### src/rtl/counter_sequencer.sv
// -----------------------------------------------------------------------------
// counter_sequencer
//
// Run controller for a small binary counter datapath. A host issues a start
// together with a terminal count (limit) and a repeat count (reps). The block
// then clears the external counter and enables it for (limit+1)*(reps+1)
// counting cycles. It keeps a registered shadow copy of the count so the host
// can observe progress without reading the datapath. Pause freezes the run and
// abort cancels it.
//
// Ports
//   clock      in   1       system clock, rising edge
//   clear_n    in   1       asynchronous active-low reset
//   start      in   1       begin a run (sampled only in IDLE, level-sensitive)
//   limit      in   WIDTH   terminal count, latched at start
//   reps       in   RWIDTH  number of rounds minus one, latched at start
//   pause      in   1       level, freezes counting while high
//   abort      in   1       level, cancels the run in progress
//   cnt_clear  out  1       synchronous clear to the counter datapath
//   cnt_en     out  1       count enable to the counter datapath
//   count      out  WIDTH   shadow count (registered)
//   rep_count  out  RWIDTH  completed rounds (registered)
//   busy       out  1       high in LOAD, RUN and HOLD
//   done       out  1       one-cycle pulse when a run completes normally
//   wrap       out  1       registered pulse the cycle after count wraps to 0
// -----------------------------------------------------------------------------
module counter_sequencer #(
   parameter int WIDTH  = 2,
   parameter int RWIDTH = 2
) (
   input  logic              clock,
   input  logic              clear_n,
   input  logic              start,
   input  logic [WIDTH-1:0]  limit,
   input  logic [RWIDTH-1:0] reps,
   input  logic              pause,
   input  logic              abort,
   output logic              cnt_clear,
   output logic              cnt_en,
   output logic [WIDTH-1:0]  count,
   output logic [RWIDTH-1:0] rep_count,
   output logic              busy,
   output logic              done,
   output logic              wrap
);

   localparam logic [WIDTH-1:0]  CNT_ZERO = {WIDTH{1'b0}};
   localparam logic [WIDTH-1:0]  CNT_ONE  = WIDTH'(1'b1);
   localparam logic [RWIDTH-1:0] REP_ZERO = {RWIDTH{1'b0}};
   localparam logic [RWIDTH-1:0] REP_ONE  = RWIDTH'(1'b1);

   typedef enum logic [2:0] {
      ST_IDLE = 3'd0,
      ST_LOAD = 3'd1,
      ST_RUN  = 3'd2,
      ST_HOLD = 3'd3,
      ST_DONE = 3'd4
   } state_t;

   state_t            state_q, state_d;
   logic [WIDTH-1:0]  limit_q, limit_d;
   logic [RWIDTH-1:0] reps_q, reps_d;
   logic [WIDTH-1:0]  count_q, count_d;
   logic [RWIDTH-1:0] rep_count_q, rep_count_d;
   logic              wrap_q, wrap_d;
   logic              cnt_clear_s;
   logic              cnt_en_s;

   // Round and run completion are judged against the latched copies only, so
   // host changes to limit/reps mid-run cannot disturb the sequence.
   logic round_end_s;
   logic last_round_s;
   assign round_end_s  = (count_q == limit_q);
   assign last_round_s = (rep_count_q == reps_q);

   // Next-state, next-datapath and counter-control decode
   always_comb begin
      state_d     = state_q;
      limit_d     = limit_q;
      reps_d      = reps_q;
      count_d     = count_q;
      rep_count_d = rep_count_q;
      wrap_d      = 1'b0;
      cnt_clear_s = 1'b0;
      cnt_en_s    = 1'b0;

      case (state_q)
         ST_IDLE: begin
            if (start) begin
               limit_d = limit;
               reps_d  = reps;
               state_d = ST_LOAD;
            end else begin
               state_d = ST_IDLE;
            end
         end

         ST_LOAD: begin
            // The external counter is cleared here regardless of abort; the
            // shadow count is zeroed on both paths so the two stay aligned.
            cnt_clear_s = 1'b1;
            count_d     = CNT_ZERO;
            if (abort) begin
               state_d = ST_IDLE;
            end else begin
               rep_count_d = REP_ZERO;
               state_d     = ST_RUN;
            end
         end

         ST_RUN: begin
            // abort beats pause, and pause beats counting/completion.
            if (abort) begin
               count_d = CNT_ZERO;
               state_d = ST_IDLE;
            end else if (pause) begin
               state_d = ST_HOLD;
            end else begin
               cnt_en_s = 1'b1;
               if (!round_end_s) begin
                  count_d = count_q + CNT_ONE;
                  state_d = ST_RUN;
               end else begin
                  count_d = CNT_ZERO;
                  wrap_d  = 1'b1;
                  if (last_round_s) begin
                     state_d = ST_DONE;
                  end else begin
                     rep_count_d = rep_count_q + REP_ONE;
                     state_d     = ST_RUN;
                  end
               end
            end
         end

         ST_HOLD: begin
            if (abort) begin
               count_d = CNT_ZERO;
               state_d = ST_IDLE;
            end else if (pause) begin
               state_d = ST_HOLD;
            end else begin
               // Enable stays low this cycle; counting resumes in RUN.
               state_d = ST_RUN;
            end
         end

         ST_DONE: begin
            // start is deliberately not looked at here, so a held start
            // always passes through one IDLE cycle between runs.
            state_d = ST_IDLE;
         end

         default: begin
            // Unreachable encodings recover to a clean idle state.
            count_d     = CNT_ZERO;
            rep_count_d = REP_ZERO;
            state_d     = ST_IDLE;
         end
      endcase
   end

   // State, latched run parameters and registered status
   always_ff @(posedge clock or negedge clear_n) begin
      if (!clear_n) begin
         state_q     <= ST_IDLE;
         limit_q     <= CNT_ZERO;
         reps_q      <= REP_ZERO;
         count_q     <= CNT_ZERO;
         rep_count_q <= REP_ZERO;
         wrap_q      <= 1'b0;
      end else begin
         state_q     <= state_d;
         limit_q     <= limit_d;
         reps_q      <= reps_d;
         count_q     <= count_d;
         rep_count_q <= rep_count_d;
         wrap_q      <= wrap_d;
      end
   end

   // cnt_clear/cnt_en react to pause/abort in the same cycle so the external
   // counter never advances on a cycle where the shadow count does not.
   assign cnt_clear = cnt_clear_s;
   assign cnt_en    = cnt_en_s;

   // busy/done come only from the state register, so they never glitch on
   // input changes.
   assign busy      = (state_q == ST_LOAD) || (state_q == ST_RUN) || (state_q == ST_HOLD);
   assign done      = (state_q == ST_DONE);

   assign count     = count_q;
   assign rep_count = rep_count_q;
   assign wrap      = wrap_q;

endmodule

### config.mk
export PLATFORM = sky130hd
export DESIGN_NAME = counter_sequencer
export DESIGN_NICKNAME = d
export VERILOG_FILES = /design/src/rtl/counter_sequencer.sv
export SDC_FILE = /design/constraint.sdc
export NUM_CORES = 1
export LEC_CHECK = 0
export ABC_AREA = 1
export CAP_MARGIN = 20
export CORE_MARGIN = 1.5
export CORE_UTILIZATION = 44
export DETAILED_ROUTE_END_ITERATION = 6
export GPL_ROUTABILITY_DRIVEN = 0
export PLACE_DENSITY = 0.79
export SYNTH_ARGS = -nofsm -noshare
export SYNTH_HDL_FRONTEND = slang
export SYNTH_SLANG_ARGS = --single-unit
### constraint.sdc
create_clock -name clock -period 1.6 [get_ports clock]
set_input_delay 0.32 -clock clock [delete_from_list [all_inputs] [get_ports clock]]
set_output_delay 0.32 -clock clock [all_outputs]
set_load 0.02 [all_outputs]
## Word level (Yosys, flattened, before mapping)

Index checks and enable logic that the tools add are counted.

| word-level totals | value |
|---|---|
| flip-flop bits (word level) | 12 |
| logic and storage cells | 59 |
| bits of input ports | 9 |

| cells by class | value |
|---|---|
| add/sub/neg operators | 2 |
| bitwise logic cells | 2 |
| eq/ne operators | 13 |
| multiplexer cells | 28 |
| reductions and logical operators | 8 |

Operators with widths:

| operator | count |
|---|---|
| $mux W2 | 11 |
| $mux W3 | 4 |
| $ne A2 B2 Y1 const B | 6 |
| $pmux W2 S3 | 2 |
| $pmux W3 S4 | 1 |
| $mux W1 | 10 |
| $eq A3 B2 Y1 const B | 2 |
| $reduce_and A6 Y1 | 1 |
| $add A2 B1 Y2 const B | 2 |
| $eq A2 B2 Y1 | 2 |
| $eq A3 B1 Y1 const B | 1 |
| $eq A3 B3 Y1 const B | 1 |
| $logic_not A3 Y1 | 1 |
| $ne A3 B3 Y1 const B | 1 |
| $reduce_and A3 Y1 | 1 |
| $reduce_or A3 Y1 | 1 |
| $logic_or A1 B1 Y1 | 2 |
| $not A1 Y1 | 2 |
| $reduce_and A2 Y1 | 1 |
| $reduce_or A2 Y1 | 1 |

## Depth between registers and ports, before layout

| depth | value |
|---|---|
| depth after elaboration | 6 |
| mapped depth | 9 |

## Worst setup path before layout

Ideal clock, no wire load.

| path | value |
|---|---|
| path type | reg2out |
| from | register state_q[1] |
| to | output done |
| arrival | 966 ps |
| setup slack | 314 ps |
| stages on the path, launching flop included | 4 |
| path through | dfrtp_1 > nor2_2 > inv_2 > nor2_1 |

| on the way | value |
|---|---|
| longest elaborated chain between the ends | 1 |

RTL lines:

| item | line | text |
|---|---|---|
| start: declaration | 60 | `state_t state_q, state_d;` |
| start signal: assignment | 173 | `state_q <= state_d;` |
| $eq A3 B3 Y1 | 190 | `assign done = (state_q == ST_DONE);` |
| end: declaration | 43 | `output logic done,` |

No other way between the ends.

## Worst setup path in the final report

| path | value |
|---|---|
| from | register state_q[0] |
| to | output cnt_clear |

| on the way | value |
|---|---|
| longest elaborated chain between the ends | 2 |

RTL lines:

| item | line | text |
|---|---|---|
| $eq A3 B1 Y1 | 87 | `case (state_q)` |
| $mux W1 | 87 |  |
| end: declaration | 38 | `output logic cnt_clear,` |

No other way between the ends.

==> results.md <==
- Synthesized net count: 102
- Reg2Reg Launch Point: state_q[2]
- PwrDens: 1470 nW/um^2
- Hold_ws: 0.407 ns
- R2r endpoint: rep_count[1]
- Die Y-Extent: 43.5 microns
- Worst EP arrival: 1.19 ns
- Worst-path clk slew: 0.07 ns
- Hold/Removal Path Class: primary input to async pin
- Peak fanout along the critical path: 3
- TritonCTS clock tree: yes
- Crit start category: flip-flop
- Final critical-path required period: 1.51 ns
- Fin. max-slew vios: 0
- LEAKAGE: 0.541 nW
- Fmax: 663 MHz
- Net count, final: 137
- Mapped Area: 723 sq um
- Clock Tree Buf Depth: 2
- Iteration-0 DRC Markers: 2
- Clk Latency, worst-skew pair: 0.26 ns
- First-pass GRT wire length: 2540 microns
- Part of the power in combinational logic: 0.561
- Run status: finished, final reports clean
- Full die area: 1900 sq um
- WL/cell: 10.4 microns
- Placed cell areas: 1000 sq um
- Antenna fix cells: 0
- Fillers: 136
- Final setup vio count: 0
- Synth Area per Inst: 7.78 sq um
- YS warnings: 0
- Clock skew: 0.000256 ns
- Port bufs: 17
- Vias in the first global route: 593
- Total wire length: 1470 microns
- Grt ovf: 0
- Remaining antenna violation count: 0
- DP Wirelength: 1200 microns
- Sink Count: 12
- Flop pwr share: 0.320
- Measured slew at the worst slew-check pin: 0.539 ns
- Register area share after synthesis: 0.415
- Clock power share: 0.118
- DP Worst Slack: -0.326 ns
- Hold buffer count at cts: 0
- Count of final hold-check violations: 0
- RSZ-0062 raised after global routing: no
- Vias/cell: 4.71
- DRC viols: 0
- Internal: 0.000846 W
- Crit. End Element: output pin
- CP required: 1.28 ns
- Layout cells sized above 1: 0.302
- Register bit total from synthesis: 12
- Switching Share: 0.431
- Antenna violations before repair: 0
- Power Total: 0.00149 W
- Worst reg-to-reg path cell count: 10
- Fin util: 0.665
- Slew headroom: 0.639
- Core area: 1520 sq um
- Maximum capacitance violations: 0
- TritonCTS buffer count: 3
- Largest net degree at the start of global routing: 13
- Row count: 14
- Final instance area: 1010 sq um
- Starting density of the core: 0.475
- R2R Setup Slk: 0.17 ns
- Post-synth cell types: 21
- Boundary Pins: 18
- CTS root buffer: clkbuf_4
- Setup WS post-layout: 0.0908 ns
- Post-Synthesis Cells: 93
- Die width: 43.5 microns
- Vias: 669
- H-tree lvl count: 1
- Final Cycle Share: 0.943
- Max VDD drop: 0.000745 V
- Psw: 0.000640 W
- Drt first pass iters: 4
- Layout area overhead: 40.1%
- Crit. Startpoint: state_q[0]
- GR Util All Layers: 0.187
- Setup CP Type: flip-flop to output pin
==> stage by stage <==
| stage | setup TNS [ns] | std cells |
|---|---|---|
| after floorplan | 0 | 93 |
| after global placement | -0.335 | 138 |
| after detailed placement | -0.328 | 138 |
| after CTS | 0 | 142 |
| after global routing | 0 | 142 |
| final | 0 | 142 |
==> power by group through the flow <==
stage               sequential [W]  clock (W)  combinational, W
floorplan                 0.000504          0          0.000520
global placement          0.000480          0          0.000843
detailed placement        0.000486          0          0.000862
CTS                       0.000478   0.000184          0.000847
global route              0.000489   0.000202          0.000934
finish                    0.000476   0.000176          0.000834
==> critical path: stages, from the launching register on <==
cell,delay (ns)
dfrtp_1,0.40
buf_4,0.14
nand2_1,0.07
inv_1,0.04
clkdlybuf4s15_1,0.27
==> state kept, by name (all words and copies together) (netlist names) <==
| name | cells |
|---|---|
| count | 2 |
| limit_q | 2 |
| rep_count | 2 |
| reps_q | 2 |
| state_q | 3 |
| wrap | 1 |
==> layer usage <==
| metal | part of all wire | wire length [microns] | GRT usage |
|---|---|---|---|
| met5 | 0 | 0 | 0 |
| met4 | 0.0075 | 11 | 0.109 |
| met3 | 0.040 | 59 | 0.0250 |
| met2 | 0.48 | 709 | 0.285 |
| met1 | 0.47 | 692 | 0.253 |
==> cells by family (layout without fill, tap and decap cells) <==
group	after synthesis	after routing	synth area share
simple gates	49	49	0.356
mux	1	1	0.0208
compound gates	11	11	0.0830
xor+xnor	3	3	0.0363
buf+inv	17	50	0.0882
flops	12	12	0.415
==> final cells by class <==
| class | count | area (sq um) | share of cell area |
|---|---|---|---|
| flip-flops and latches | 12 | 300 | 0.296 |
| clock buffers | 3 | 22.5 | 0.0222 |
| well taps | 16 | 20.0 | 0.0198 |
| repair buffers | 30 | 248 | 0.244 |
| inverters | 17 | 63.8 | 0.0630 |
| multi-input cells | 64 | 359 | 0.354 |
==> synthesized netlist by cell type (all sizes together) <==
master	count	area share
nor3	1	0.0069
o21ai	4	0.028
nand3	7	0.080
nor2	12	0.080
mux2	1	0.021
nand2	26	0.16
xor2	1	0.012
a21oi	5	0.035
inv	17	0.088
nor4	1	0.017
xnor2	2	0.024
nand4	2	0.017
o21bai	2	0.021
dfrtp	12	0.42
==> cell usage in the layout, fill, tap and decap left out, types with 3 or more instances in the layout <==
cell              n
a21oi_1           5
buf_4            13
clkbuf_4          3
clkdlybuf4s50_1   9
dfrtp_1          12
dlygate4sd2_1     4
inv_1            12
inv_2             5
nand2_1          20
nand2_2           6
nand3_1           4
nor2_1            9
o21ai_1           3
==> how the worst max path moves through the flow <==
stage	endpoint	slack, ns	cells after the start
after global placement	cnt_en	-0.33	5
after CTS	busy	0.007	4
final	cnt_clear	0.09	4
after floorplan	done	0.31	3
after detailed placement	cnt_en	-0.33	5
after global routing	cnt_clear	0.003	4
==> what timing repair did <==
action	in CTS	in global routing
cloned	0	0
endpoints found under the hold margin	0	0
endpoints found under the setup margin	8	3
gates resized for setup	13	3
buffers inserted	1	0
Note: power is estimated with default switching activity, not from simulation.
